<file path="config.mk">
export PLATFORM = sky130hd
export DESIGN_NAME = load_store_unit_flat
export DESIGN_NICKNAME = d
export VERILOG_FILES = /design/src/rtl/load_store_unit_if.sv /design/src/rtl/load_store_unit.sv /design/src/flat_wrapper.sv
export SDC_FILE = /design/constraint.sdc
export NUM_CORES = 1
export LEC_CHECK = 0
export BUFFER_PORTS_ARGS = -buffer_cell sky130_fd_sc_hd__buf_4
export CORE_MARGIN = 2
export CORE_UTILIZATION = 35
export DETAILED_ROUTE_END_ITERATION = 10
export GPL_ROUTABILITY_DRIVEN = 0
export PLACE_DENSITY_LB_ADDON = 0.3
export SETUP_SLACK_MARGIN = 0.15
export SYNTH_ARGS = -nofsm -noshare
export SYNTH_HDL_FRONTEND = slang
export SYNTH_SLANG_ARGS = --single-unit
</file>
<file path="constraint.sdc">
create_clock -name clk -period 2.3 [get_ports clk]
set_input_delay 0.46 -clock clk [delete_from_list [all_inputs] [get_ports clk]]
set_output_delay 0.46 -clock clk [all_outputs]
set_load 0.01 [all_outputs]
</file>
<file path="src/rtl/load_store_unit_if.sv">
// Bus bundles for the load/store unit: the pipeline-facing request/response
// channel and the word-addressed data-memory channel.
interface lsu_req_if #(
   parameter int AW = 32
);
   logic          req_valid;
   logic          req_ready;
   logic          req_write;
   logic [1:0]    req_size;
   logic          req_unsigned;
   logic [AW-1:0] req_addr;
   logic [31:0]   req_wdata;
   logic          rsp_valid;
   logic          rsp_err;
   logic [31:0]   rsp_rdata;

   modport master (
      output req_valid, req_write, req_size, req_unsigned, req_addr, req_wdata,
      input  req_ready, rsp_valid, rsp_err, rsp_rdata
   );

   modport slave (
      input  req_valid, req_write, req_size, req_unsigned, req_addr, req_wdata,
      output req_ready, rsp_valid, rsp_err, rsp_rdata
   );
endinterface

interface lsu_mem_if;
   logic [31:0] mem_addr;
   logic [31:0] mem_write_data;
   logic        mem_e_write;
   logic [31:0] mem_read_data;

   modport master (
      output mem_addr, mem_write_data, mem_e_write,
      input  mem_read_data
   );

   modport slave (
      input  mem_addr, mem_write_data, mem_e_write,
      output mem_read_data
   );
endinterface

</file>
<file path="src/rtl/load_store_unit.sv">
// MEM-stage load/store unit: byte/half/word access to a word-addressed memory
// with extension, sub-word read-modify-write and error rejection.
// Optional perf counters are enabled by defining LSU_PERF_CNT_EN.
module load_store_unit #(
   parameter int DEPTH = 1024,
   parameter int AW    = 32
) (
   input  logic        clk,
   input  logic        rst_n,
   lsu_req_if.slave    req,
   lsu_mem_if.master   mem,
   output logic [31:0] load_count,
   output logic [31:0] store_count
);

   typedef enum logic [1:0] {
      S_IDLE,
      S_ACCESS,
      S_WRITE,
      S_RESP
   } state_e;

   typedef enum logic [1:0] {
      SZ_BYTE = 2'b00,
      SZ_HALF = 2'b01,
      SZ_WORD = 2'b10,
      SZ_RSVD = 2'b11
   } size_e;

   localparam logic [AW-1:0] DEPTH_LIM = AW'(DEPTH);

   state_e      state_q, state_d;
   logic        write_q, write_d;
   size_e       size_q, size_d;
   logic        uns_q, uns_d;
   logic [1:0]  lane_q, lane_d;
   logic        err_q, err_d;
   logic [31:0] rdata_q, rdata_d;
   logic [31:0] mem_addr_q, mem_addr_d;
   logic [31:0] mem_wdata_q, mem_wdata_d;

   logic        req_err;
   logic [7:0]  byte_sel;
   logic [15:0] half_sel;
   logic [31:0] load_ext;
   logic [31:0] merged;

   // Request legality, evaluated on the live inputs at the accept edge.
   always_comb begin
      req_err = 1'b0;
      unique case (size_e'(req.req_size))
         SZ_BYTE: req_err = 1'b0;
         SZ_HALF: req_err = req.req_addr[0];
         SZ_WORD: req_err = |req.req_addr[1:0];
         default: req_err = 1'b1;
      endcase
      if ({2'b00, req.req_addr[AW-1:2]} >= DEPTH_LIM) begin
         req_err = 1'b1;
      end
   end

   // Lane extraction and extension for loads.
   always_comb begin
      unique case (lane_q)
         2'd0:    byte_sel = mem.mem_read_data[7:0];
         2'd1:    byte_sel = mem.mem_read_data[15:8];
         2'd2:    byte_sel = mem.mem_read_data[23:16];
         default: byte_sel = mem.mem_read_data[31:24];
      endcase
      half_sel = lane_q[1] ? mem.mem_read_data[31:16] : mem.mem_read_data[15:0];
      unique case (size_q)
         SZ_BYTE: load_ext = {{24{~uns_q & byte_sel[7]}}, byte_sel};
         SZ_HALF: load_ext = {{16{~uns_q & half_sel[15]}}, half_sel};
         default: load_ext = mem.mem_read_data;
      endcase
   end

   // Sub-word store merge: store data was latched right-aligned in mem_wdata_q.
   always_comb begin
      merged = mem.mem_read_data;
      if (size_q == SZ_BYTE) begin
         unique case (lane_q)
            2'd0:    merged[7:0]   = mem_wdata_q[7:0];
            2'd1:    merged[15:8]  = mem_wdata_q[7:0];
            2'd2:    merged[23:16] = mem_wdata_q[7:0];
            default: merged[31:24] = mem_wdata_q[7:0];
         endcase
      end else if (lane_q[1]) begin
         merged[31:16] = mem_wdata_q[15:0];
      end else begin
         merged[15:0] = mem_wdata_q[15:0];
      end
   end

   always_comb begin
      // NOTE: every _d defaults to its _q first so no path leaves a latch behind.
      state_d     = state_q;
      write_d     = write_q;
      size_d      = size_q;
      uns_d       = uns_q;
      lane_d      = lane_q;
      err_d       = err_q;
      rdata_d     = rdata_q;
      mem_addr_d  = mem_addr_q;
      mem_wdata_d = mem_wdata_q;

      unique case (state_q)
         S_IDLE: begin
            if (req.req_valid) begin
               write_d    = req.req_write;
               size_d     = size_e'(req.req_size);
               uns_d      = req.req_unsigned;
               lane_d     = req.req_addr[1:0];
               err_d      = req_err;
               rdata_d    = '0;
               mem_addr_d = 32'(req.req_addr[AW-1:2]);
               if (req.req_write && !req_err) begin
                  mem_wdata_d = req.req_wdata;
               end
               state_d = req_err ? S_RESP : S_ACCESS;
            end
         end
         S_ACCESS: begin
            if (!write_q) begin
               rdata_d = load_ext;
               state_d = S_RESP;
            end else if (size_q == SZ_WORD) begin
               state_d = S_RESP;
            end else begin
               mem_wdata_d = merged;
               state_d     = S_WRITE;
            end
         end
         S_WRITE: state_d = S_RESP;
         S_RESP:  state_d = S_IDLE;
         default: state_d = S_IDLE;
      endcase
   end

   always_ff @(posedge clk or negedge rst_n) begin
      if (!rst_n) begin
         state_q     <= S_IDLE;
         write_q     <= 1'b0;
         size_q      <= SZ_BYTE;
         uns_q       <= 1'b0;
         lane_q      <= 2'd0;
         err_q       <= 1'b0;
         rdata_q     <= '0;
         mem_addr_q  <= '0;
         mem_wdata_q <= '0;
      end else begin
         // NOTE: non-blocking so every flop samples pre-edge values regardless of order.
         state_q     <= state_d;
         write_q     <= write_d;
         size_q      <= size_d;
         uns_q       <= uns_d;
         lane_q      <= lane_d;
         err_q       <= err_d;
         rdata_q     <= rdata_d;
         mem_addr_q  <= mem_addr_d;
         mem_wdata_q <= mem_wdata_d;
      end
   end

   // Write enable decodes straight from state so an async reset kills it at once.
   assign mem.mem_e_write    = (state_q == S_WRITE) ||
                               (state_q == S_ACCESS && write_q && size_q == SZ_WORD);
   assign mem.mem_addr       = mem_addr_q;
   assign mem.mem_write_data = mem_wdata_q;

   assign req.req_ready = (state_q == S_IDLE);
   assign req.rsp_valid = (state_q == S_RESP);
   assign req.rsp_err   = (state_q == S_RESP) && err_q;
   assign req.rsp_rdata = rdata_q;

`ifdef LSU_PERF_CNT_EN
   logic [31:0] load_cnt_q, store_cnt_q;

   always_ff @(posedge clk or negedge rst_n) begin
      if (!rst_n) begin
         load_cnt_q  <= '0;
         store_cnt_q <= '0;
      end else if (state_q == S_RESP && !err_q) begin
         if (write_q) store_cnt_q <= store_cnt_q + 32'd1;
         else         load_cnt_q  <= load_cnt_q + 32'd1;
      end
   end

   assign load_count  = load_cnt_q;
   assign store_count = store_cnt_q;
`else
   assign load_count  = '0;
   assign store_count = '0;
`endif

endmodule

</file>
<file path="src/flat_wrapper.sv">
// flat-port wrapper written by rule: the top's interface ports become plain ports
module load_store_unit_flat 
#(
   parameter int DEPTH = 1024,
   parameter int AW    = 32
)
  (clk, rst_n, load_count, store_count, req_req_valid, req_req_write, req_req_size, req_req_unsigned, req_req_addr, req_req_wdata, req_req_ready, req_rsp_valid, req_rsp_err, req_rsp_rdata, mem_mem_addr, mem_mem_write_data, mem_mem_e_write, mem_mem_read_data);
  lsu_req_if #(.AW(AW)) req_i ();
  lsu_mem_if mem_i ();
  input  logic clk;
  input  logic rst_n;
  output logic [31:0] load_count;
  output logic [31:0] store_count;
  input wire logic [$bits(req_i.req_valid)-1:0] req_req_valid;
  input wire logic [$bits(req_i.req_write)-1:0] req_req_write;
  input wire logic [$bits(req_i.req_size)-1:0] req_req_size;
  input wire logic [$bits(req_i.req_unsigned)-1:0] req_req_unsigned;
  input wire logic [$bits(req_i.req_addr)-1:0] req_req_addr;
  input wire logic [$bits(req_i.req_wdata)-1:0] req_req_wdata;
  output wire logic [$bits(req_i.req_ready)-1:0] req_req_ready;
  output wire logic [$bits(req_i.rsp_valid)-1:0] req_rsp_valid;
  output wire logic [$bits(req_i.rsp_err)-1:0] req_rsp_err;
  output wire logic [$bits(req_i.rsp_rdata)-1:0] req_rsp_rdata;
  output wire logic [$bits(mem_i.mem_addr)-1:0] mem_mem_addr;
  output wire logic [$bits(mem_i.mem_write_data)-1:0] mem_mem_write_data;
  output wire logic [$bits(mem_i.mem_e_write)-1:0] mem_mem_e_write;
  input wire logic [$bits(mem_i.mem_read_data)-1:0] mem_mem_read_data;
  assign req_i.req_valid = req_req_valid;
  assign req_i.req_write = req_req_write;
  assign req_i.req_size = req_req_size;
  assign req_i.req_unsigned = req_req_unsigned;
  assign req_i.req_addr = req_req_addr;
  assign req_i.req_wdata = req_req_wdata;
  assign req_req_ready = req_i.req_ready;
  assign req_rsp_valid = req_i.rsp_valid;
  assign req_rsp_err = req_i.rsp_err;
  assign req_rsp_rdata = req_i.rsp_rdata;
  assign mem_mem_addr = mem_i.mem_addr;
  assign mem_mem_write_data = mem_i.mem_write_data;
  assign mem_mem_e_write = mem_i.mem_e_write;
  assign mem_i.mem_read_data = mem_mem_read_data;
  load_store_unit #(.DEPTH(DEPTH), .AW(AW)) u_core (.clk(clk), .rst_n(rst_n), .req(req_i), .mem(mem_i), .load_count(load_count), .store_count(store_count));
endmodule
</file>
==> flow_summary.toml <==
[status]
status = "complete, no violations"

[yosys]
syn_inst = 565
synth-compound-area-share = 0.136
synthesis.yosys.warnings = 0
syn_area_per_cell_um2 = 10.2
prevailing_post_synth_register_cell = "sky130_fd_sc_hd__dfrtp_1"
number_of_enable_flip_flop_cells_after_synthesis = 0
async_sr_flop_fraction = 1.00
synthDistinctLibCells = 43
post_synth_xor_area_fraction = 0
synth.cell_area_mm2 = 0.00577
combinational_family_with_the_most_area_after_synthesis = "multiplexers"
post_synth_mux_area_share = 0.206
postSynthRegisterBits = 103
yosys.area_share.adder = 0.00867
synth_simple_gate_area_share = 0.0889
sequential_fraction_of_the_synthesis_area = 0.446

[power]
pwr_density_cell_mw_per_mm2 = 1430
ir_worst_vdd_mv = 0.758
design_power_total_uw = 11200
power_leakage_uw = 0.00378

[critical_path]
critical_path_buf_inv_count = 0
critPathRequiredTime_ns = 2.53
max_stage_delay_ns = 0.56
path_class = "flop to flop"
critical_path.startpoint_type = "flop"
critPathMaxFanout = 8
timing.critical_path.arrival_ns = 2.31
timing.critical_path.max_delay_family = "simple AND/OR/NAND/NOR gates"
cells_traversed_along_the_worst_timing_path = "or3b_1 -> nand2_2 -> mux2i_1 -> a21oi_1 -> mux2_2"
r2r_setup_slack_ns = 0.22
setup.worst_path.end_class = "flop"
slowest_stage = "sky130_fd_sc_hd__or3b_1"

[clock_tree]
path_clk_slew_ns = 0.07
tritoncts = "built"
ctsHtreeMaxLevel = 3
clk_latency_ns = 0.36
post_cts_hold_buffer_count = 0
cts.root.buffer_cell = "sky130_fd_sc_hd__clkbuf_16"
cts.sinks = 103
numCtsBuffers = 9
cts_buffer_depth = 2

[timing]
slew_violations = 0
final-setup-viol-count = 0
finalCritPeriodShare = 0.906
timing.max_slew.rel_slack = 0.645
timing.fmax_ghz = 0.480
finalHoldViolCount = 0
grt_setup_unrepaired = "yes"
worst_tran_pin_value_ns = 0.532
timing.clock.skew_ns = 0.0120
post-route-min-period_ns = 2.08
hold_slack_ns = 0.0618

[final_layout]
filler_cell_count = 1487
design_area_mm2 = 0.00783
sequential_cell_area_mm2 = 0.00258
multi_input_area_mm2 = 0.00284
syn_to_final_growth_pct = 35.7
diodes = 0
design.final.nets = 871
drive_above_1_share = 0.436

[global_routing]
vias_in_the_first_global_route = 4993
global_route_wire_length_before_repair_mm = 27.5
grt_max_degree = 48
antenna_found_initial = 0
track_usage = 0.201
grt_overflow_total = 0

[floorplan]
overall_die_area_mm2 = 0.0175
initial_utilization = 0.361
ios = 267
die_width_um = 132
area_of_the_placeable_core_mm2 = 0.0160
rows = 46
die-height_um = 132

[placement]
dpl_cell_area_mm2 = 0.00734
detailedPlacementHpwl_mm = 13.4
io_buf_count = 200

[drt]
wire_per_inst_um = 17.9
detailed_router_s_first_iteration_violation_count = 158
detail_route.drc_violations = 0
drt_pre_antenna_iters = 4
detailroute.via_count = 4817
detail_route.vias_per_cell = 4.89
final_antenna_net_count = 0
wirelength_mm = 17.7

[run]
drv_cap = 0

[worst_hold_path]
worst_hold_path_type = "input port to async pin"
==> cells in the mapped netlist (all sizes together), types with 2 or more instances <==
master | count | area [um^2]
a21o | 9 | 67.6
a21oi | 43 | 219
buf | 74 | 539
clkbuf | 25 | 93.8
dfrtp | 103 | 2580
ha | 4 | 50.1
inv | 6 | 22.5
mux2 | 85 | 995
mux2i | 17 | 170
nand2 | 38 | 145
nand3 | 3 | 15.0
nor2 | 49 | 191
nor2b | 7 | 43.8
nor3 | 7 | 35.0
nor4 | 5 | 31.3
o211ai | 8 | 65.1
o21ai | 52 | 268
o221ai | 2 | 17.5
o22ai | 8 | 50.1
o31a | 2 | 17.5
o31ai | 7 | 52.6
==> cells in the final DEF (no fill, tap or decap), types with 2 or more instances in the layout <==
master and n:
sky130_fd_sc_hd__dfrtp_1 103, sky130_fd_sc_hd__o221ai_1 2, sky130_fd_sc_hd__o31a_1 2, sky130_fd_sc_hd__nor4_1 4, sky130_fd_sc_hd__mux2_4 10, sky130_fd_sc_hd__inv_1 5, sky130_fd_sc_hd__nand3_1 3, sky130_fd_sc_hd__clkbuf_8 2
sky130_fd_sc_hd__o21ai_4 2, sky130_fd_sc_hd__a21oi_1 42, sky130_fd_sc_hd__o211ai_1 7, sky130_fd_sc_hd__nor3_1 7, sky130_fd_sc_hd__o21ai_0 49, sky130_fd_sc_hd__clkinv_2 2, sky130_fd_sc_hd__mux2_2 74, sky130_fd_sc_hd__bufinv_16 2
sky130_fd_sc_hd__o31ai_1 7, sky130_fd_sc_hd__conb_1 66, sky130_fd_sc_hd__bufbuf_16 2, sky130_fd_sc_hd__mux2i_1 17, sky130_fd_sc_hd__buf_4 214, sky130_fd_sc_hd__nand2_1 37, sky130_fd_sc_hd__nor2_1 47, sky130_fd_sc_hd__buf_12 6
sky130_fd_sc_hd__clkbuf_16 9, sky130_fd_sc_hd__a21o_1 9, sky130_fd_sc_hd__o22ai_1 8, sky130_fd_sc_hd__nor2b_1 7, sky130_fd_sc_hd__ha_1 3
==> cell families after synthesis <==
group / Yosys count
compound gates: 135
other cells: 1
fa+ha+maj: 4
simple gates: 114
buf+inv: 105
flops: 103
mux: 103
==> power by group <==
part           switching [uW]  internal [uW]  total (uW)
Clock                     689           1010        1700
Combinational            2940           3170        6110
Sequential                679           2700        3380
Total                    4310           6880       11200
==> registers in the layout (all words and copies together), names as in the netlist <==
signal and count:
u_core.err_q 1, u_core.lane_q 2, u_core.mem.mem_addr 30, u_core.mem.mem_write_data 32, u_core.req.rsp_rdata 32, u_core.size_q 2
u_core.state_q 2, u_core.uns_q 1, u_core.write_q 1
==> metrics by stage <==
step / setup WS, ns / setup TNS, ns / instances / utilization
global route: 0.107 / 0 / 985 / 0.490
detailed placement: -0.123 / -1.95 / 964 / 0.458
global placement: -0.0918 / -1.86 / 964 / 0.458
finish: 0.217 / 0 / 985 / 0.490
floorplan: 0.165 / 0 / 630 / -
CTS: 0.170 / 0 / 982 / 0.485
==> final cells by class <==
type,instances,area share
tap,216,0.0345
clock buffer,11,0.0323
timing repair buffer,222,0.229
multi-input combinational,422,0.363
sequential,103,0.329
clock inverter,5,0.0101
inverter,6,0.00287
==> timing repair <==
item,in CTS,in global routing
pin swaps,0,2
buffers inserted,0,3
endpoints found under the setup margin,19,35
gates cloned,2,0
gates resized for setup,5,4
==> metal layers <==
metal	global-route usage	routed length (um)	share of wire
met5	0	0	0
met3	0.0705	1680	0.095
met2	0.348	8810	0.50
met4	0.0627	411	0.023
met1	0.234	6760	0.38
==> path summary, 6_finish.rpt <==
| kind | start | end | cells past startpoint |
|---|---|---|---|
| max in group asynchronous | rst_n | u_core.req.rsp_rdata[10] | 2 |
| min | rst_n | u_core.mem.mem_addr[8] | 1 |
| min in group clk | req_req_addr[11] | u_core.mem.mem_addr[9] | 2 |
| min reg2reg | u_core.req.rsp_rdata[4] | u_core.req.rsp_rdata[4] | 2 |
| max reg2reg | u_core.lane_q[0] | u_core.mem.mem_write_data[22] | 5 |
| max | u_core.lane_q[0] | u_core.mem.mem_write_data[22] | 5 |
Power figures use the tool's default switching activity.
